`src/rtl/mem_arbiter.sv`:
```
// mem_arbiter: two-master round-robin arbiter in front of one memory port.
// Optional build macro MEM_ARB_TIMEOUT_EN adds a BUSY watchdog that force-completes
// a stalled access after TIMEOUT cycles and returns 32'hDEAD_BEEF to the owner.
//
// Handshake: a master raises mN_valid with its request fields and holds them
// steady until it sees mN_ready=1 in a cycle; that cycle is the completion.
// The memory sees s_valid=1 only while an access is in flight and completes it
// in the first such cycle where s_ready=1. After every completion there is one
// TURN cycle with s_valid=0, so a stale s_ready from the registered memory
// cannot complete the next access.
`timescale 1ns/1ps
module mem_arbiter #(
  parameter logic [3:0] TIMEOUT = 4'd15
) (
  input  logic        clk,
  input  logic        reset,
  input  logic        m0_valid,
  input  logic        m0_instr,
  input  logic [3:0]  m0_wstrb,
  input  logic [31:0] m0_addr,
  input  logic [31:0] m0_wdata,
  output logic        m0_ready,
  output logic [31:0] m0_rdata,
  input  logic        m1_valid,
  input  logic        m1_instr,
  input  logic [3:0]  m1_wstrb,
  input  logic [31:0] m1_addr,
  input  logic [31:0] m1_wdata,
  output logic        m1_ready,
  output logic [31:0] m1_rdata,
  output logic        s_valid,
  output logic        s_instr,
  output logic [3:0]  s_wstrb,
  output logic [31:0] s_addr,
  output logic [31:0] s_wdata,
  input  logic        s_ready,
  input  logic [31:0] s_rdata,
  output logic [1:0]  dbg_state_o
);

  typedef enum logic [1:0] {
    IDLE = 2'd0,
    BUSY = 2'd1,
    TURN = 2'd2
  } state_t;

  state_t state_q, state_d;
  // owner_q doubles as the last-owner memory for round-robin between grants
  logic   owner_q, owner_d;
  logic   grant;
  logic   tmo;
  logic   done;

`ifdef MEM_ARB_TIMEOUT_EN
  logic [3:0] cnt_q, cnt_d;

  // Watchdog fires only when the memory has not answered in this cycle
  assign tmo = (state_q == BUSY) && !s_ready && (cnt_q == TIMEOUT);

  // Count BUSY cycles that passed without s_ready; zero outside BUSY
  always_comb begin
    cnt_d = 4'd0;
    if (state_q == BUSY && !done) begin
      cnt_d = cnt_q + 4'd1;
    end
  end

  // Watchdog counter register
  always_ff @(posedge clk or posedge reset) begin
    if (reset) begin
      cnt_q <= 4'd0;
    end else begin
      cnt_q <= cnt_d;
    end
  end
`else
  logic unused_timeout;
  assign unused_timeout = ^TIMEOUT;
  assign tmo = 1'b0;
`endif

  assign done        = (state_q == BUSY) && (s_ready || tmo);
  assign dbg_state_o = state_q;

  // Winner of an IDLE decision: sole requester, or the non-last owner on a tie
  always_comb begin
    grant = m1_valid;
    if (m0_valid && m1_valid) begin
      grant = ~owner_q;
    end
  end

  // State and owner registers; reset makes m1 the last owner so m0 wins first tie
  always_ff @(posedge clk or posedge reset) begin
    if (reset) begin
      state_q <= IDLE;
      owner_q <= 1'b1;
    end else begin
      state_q <= state_d;
      owner_q <= owner_d;
    end
  end

  // Next-state logic; ownership is held through BUSY even if valid drops
  always_comb begin
    state_d = state_q;
    owner_d = owner_q;
    case (state_q)
      IDLE: begin
        if (m0_valid || m1_valid) begin
          state_d = BUSY;
          owner_d = grant;
        end
      end
      BUSY: begin
        if (done) begin
          state_d = TURN;
        end
      end
      TURN:    state_d = IDLE;
      default: state_d = IDLE;
    endcase
  end

  // Output logic: memory port muxes the owner only in BUSY, ready is a pass-through
  always_comb begin
    s_valid  = 1'b0;
    s_instr  = 1'b0;
    s_wstrb  = 4'd0;
    s_addr   = 32'd0;
    s_wdata  = 32'd0;
    m0_ready = done && !owner_q;
    m1_ready = done && owner_q;
    m0_rdata = s_rdata;
    m1_rdata = s_rdata;
    if (state_q == BUSY) begin
      s_valid = 1'b1;
      if (owner_q) begin
        s_instr = m1_instr;
        s_wstrb = m1_wstrb;
        s_addr  = m1_addr;
        s_wdata = m1_wdata;
      end else begin
        s_instr = m0_instr;
        s_wstrb = m0_wstrb;
        s_addr  = m0_addr;
        s_wdata = m0_wdata;
      end
    end
    if (tmo) begin
      if (owner_q) begin
        m1_rdata = 32'hDEAD_BEEF;
      end else begin
        m0_rdata = 32'hDEAD_BEEF;
      end
    end
  end

endmodule

```
`config.mk`:
```
export PLATFORM = sky130hd
export DESIGN_NAME = mem_arbiter
export DESIGN_NICKNAME = d
export VERILOG_FILES = /design/src/rtl/mem_arbiter.sv
export SDC_FILE = /design/constraint.sdc
export NUM_CORES = 1
export LEC_CHECK = 0
export ABC_CLOCK_PERIOD_IN_PS = 1650
export BUFFER_PORTS_ARGS = -buffer_cell sky130_fd_sc_hd__buf_2
export CORE_AREA = 5 5 119 121
export CTS_BUF_LIST = sky130_fd_sc_hd__clkbuf_8
export DETAILED_ROUTE_END_ITERATION = 10
export DIE_AREA = 0 0 124 126
export PLACE_DENSITY = 0.56
export SLEW_MARGIN = 20
export SYNTH_ARGS = -nofsm -noshare
export SYNTH_HDL_FRONTEND = slang
export SYNTH_SLANG_ARGS = --single-unit
```
`constraint.sdc`:
```
create_clock -name clk -period 1.65 [get_ports clk]
set_input_delay 0.0825 -clock clk [delete_from_list [all_inputs] [get_ports clk]]
set_output_delay 0.0825 -clock clk [all_outputs]
set_load 0.01 [all_outputs]
```
### Word level (Yosys, flattened, before mapping)

Index checks and enable logic that the tools add are counted.

* equal/unequal tests: 3
* multiplexer cells: 13
* bitwise gates (word level): 1
* reductions and logical operators: 9

Operators by type and width (count)
* 2-to-1 mux 32 bit: 4
* 2-to-1 mux 4 bit: 2
* logical AND 1 bit: 4
* 2-to-1 mux 1 bit: 4
* 2-to-1 mux 2 bit: 2
* != test 2 bit, second input constant: 2
* one-hot mux 2 bit (2 select lines): 1
* AND reduction 2 bit: 2
* == test 2 x 1 -> 1 bit, second input constant: 1
* zero test 2 bit: 1
* zero test 1 bit: 1
* logical OR 1 bit: 1
* inverter 1 bit: 1

* flip-flop bits (word level): 3
* input bits: 175
* word-level logic and storage cells: 28

### Logic depth before layout (Yosys ltp)

* word-level depth: 4
* mapped depth: 5
* mapped depth without buffers: 3

### Worst setup path after synthesis

Ideal clock, no wire load.

* path type: register -> output
* from: register state_q[1], in the netlist dbg_state_o[1]
* to: output port s_addr[20]
* arrival time: 1163 ps
* required time: 1567 ps
* slack: 404 ps
* cell stages (with the launch flop): 6
* buffers on the path: 3
* cell sequence: dfrtp_1 > nand2b_1 > buf_6 > buf_6 > buf_6 > nor2_1

* word-level cells in the longest chain between the ends: 2

Ends and longest elaborated chain
* start: declaration: RTL line 47 `state_t state_q, state_d;`
* start signal: assignment: RTL line 99 `state_q <= state_d;`
* == test 2 x 1 -> 1 bit: RTL line 136 `if (state_q == BUSY) begin`
* 2-to-1 mux 32 bit: RTL line 136
* end: declaration: RTL line 34 `output logic [31:0] s_addr,`

No other way between the ends.

### Final worst setup path

* from: register owner_q
* to: output port s_addr[6]

* word-level cells in the longest chain between the ends: 2

Ends and longest elaborated chain
* start: declaration: RTL line 49 `logic owner_q, owner_d;`
* start signal: assignment: RTL line 100 `owner_q <= owner_d;`
* 2-to-1 mux 32 bit: RTL line 138 `if (owner_q) begin`
* 2-to-1 mux 32 bit: RTL line 136

No other way between the ends.

==> run metrics <==
mean post-synth cell area=7.27 um2; total grt overflow=0; Required @ worst endpoint=around 1.6 ns; Yosys top cell by area=mux2i_1; critical path startpoint=owner_q; achievable frequency=607 MHz; y dimension of the die=126 um; Tot Pwr=2.94 mW; layout filler cell count=1500; largest cells by area after synthesis=mux2i_1 41%, buf_4 31%, nor2_1 16%; Yosys cell types=16; critical path capture point=s_addr[6]; flop-to-flop setup slack=0.43 ns; flip-flop and latch area=between 80 and 90 um2; Crit path arrival time=1.57 ns; register bit total from synthesis=3; clk root buf=clkbuf_8; worst r2r dst=owner_q; clock net sink count=3; Netlist Area Pre-Place=0.00169 mm2; leak pwr=1.55 nW; antenna violations before repair=0; wire length of the first global-routing pass=9070 um; Layout area overhead=50.8%; placed cell areas=0.00249 mm2; number of standard cells after synthesis=about 230; antenna cell count=0; maximum level of the CTS H-tree=1; sequential share of the synthesized area=4.51%; worst-case reg-to-reg path depth=3; share of final-layout standard cells stronger than drive strength 1=59.9%; endpoint kind of the worst setup timing path=primary output; routed wire length=6510 um; io pins=313; core box area=0.0130 mm2; path class of the lowest-slack min-delay path=primary input to flip-flop; finished layout cell area=0.00255 mm2; Clock Pin Slew Worst Setup and Hold Paths=around 0.030 ns; area occupied by multi-input gates=~0.001 mm2; post-placement setup slack=0.237 ns; Layout Nets=555; iteration-0 DRC count of the detailed router=33; net count after synthesis=408; category of the worst setup path launch point=flip-flop; number of port buffers=216; antenna-violating nets left=0; Slew Limit Fails=0; number of remaining DRC errors=0; number of buffers created by CTS=3; portion of synthesized cell area occupied by the leading cell type=40.8%; buffers inserted by post-CTS timing repair=0; IR Drop Worst-Case VDD=813 uV; commonest non-fill, non-tap cells in the layout=216 x buf_2, 70 x nor2_1, 69 x mux2i_1; overall fraction of global-route tracks in use=7.07%; result of the run=finished, final reports clean; Worst Path Class, Setup=flip-flop to primary output; number of max-capacitance violations reported=0; starting density of the core=between 10% and 20%; clock latency reported for the late side of the worst-skew pair=0.22 ns; placement row count=42; final count of negative-setup-slack endpoints=0; TritonCTS clock tree=built; final weighted congestion of routability-driven global placement=0.726; end-of-flow core utilization=approximately a fifth; 1st-pass router iterations=4; maximum buffer depth of the clock tree=2; maximum clock skew at final layout=0.000725 ns; total vias in the final route=1998; final hold violation count=0; Final HPWL DP=5690 um; largest fanout on the critical path=33; largest net degree at the start of global routing=41; Setup Total Neg Slack=0 ns; Max-slew headroom=a little over four fifths; leading cell type in the layout, fill and taps excluded=buf_2; clock period minus final worst setup slack=1.65 ns; Die Wd=between 100 and 150 um; worst setup slack after layout=about 0.0019 ns; via count of the first global-routing pass=1990; die outline area=0.0156 mm2; cell count of the worst hold path=2; Period Utilization, post-route=99.9%; startpoint of the most critical register-to-register path=dbg_state_o[1]; Vias per Instance=3.60; per-cell routed wire length=11.7 um; power density normalized to cell area=1150 mW/mm2; Synthesis Warnings=0; RSZ-0062 raised after global routing=true; slew at the pin closest to its max-slew limit=0.245 ns
## synthesized netlist by cell type
cell type,n
buf_4,71
nor2_1,70
mux2i_1,69
buf_2,6
buf_6,3
dfrtp_1,2
inv_1,2
nor3_1,2
a211oi_1,1
a21o_1,1
and3_1,1
dfstp_2,1
nand2_1,1
nand2b_1,1
nor4b_1,1
or3b_2,1
## worst min path at each step
stage               startpoint              to
floorplan                reset  dbg_state_o[0]
global placement         reset  dbg_state_o[1]
detailed placement       reset  dbg_state_o[1]
CTS                    s_ready  dbg_state_o[0]
global route           s_ready  dbg_state_o[0]
finish                 s_ready  dbg_state_o[0]
## report_power, final
| part | total [mW] | internal [mW] | switching (mW) |
|---|---|---|---|
| Clock | 0.207 | 0.158 | 0.0488 |
| Combinational | 2.58 | 1.24 | 1.34 |
| Sequential | 0.154 | 0.116 | 0.0379 |
| Total | 2.94 | 1.51 | 1.43 |
## through the flow
stage	hold WS, ns	instances
after CTS	0.0746	555
final	0.0811	555
after global routing	0.0944	555
after detailed placement	-0.0478	550
after global placement	-0.0474	550
after floorplan	-0.165	233
## area by class of cell
| class | count | area share, % |
|---|---|---|
| multi-input combinational | 148 | 39.7 |
| tap | 176 | 8.62 |
| inverter | 2 | 0.294 |
| timing repair buffer | 222 | 46.4 |
| sequential | 3 | 3.14 |
| clock inverter | 1 | 0.147 |
| clock buffer | 3 | 1.62 |
## registers in the layout (all words and copies together), names as in the netlist
signal	cells
owner_q	1
dbg_state_o	2
## metal layers
metal	global-route usage, %	wire length, um	up-vias
met5	0	0	-
met4	4.06	238	0
met3	1.30	867	31
met2	14.4	3450	138
met1	6.13	1960	838
li1	-	-	991
## worst max-delay path: stages, from the launching register on
cell and delay, ns:
dfstp_4 0.64, buf_12 0.23, mux2i_1 0.24, nor2_1 0.06, buf_2 0.14
## logic make-up after synthesis
group | share of synthesized area [%]
AND/OR/NAND/NOR | 18.1
AO/OA/AOI/OAI | 0.887
buffers and inverters | 35.7
multiplexers | 40.8
flip-flops | 4.51
## timing repair
item | in CTS | in global routing
endpoints found under the hold margin | 3 | 0
gates resized for setup | 0 | 1
endpoints found under the setup margin | 0 | 45
hold buffers | 1 | 0
Note: power is estimated with default switching activity, not from simulation.
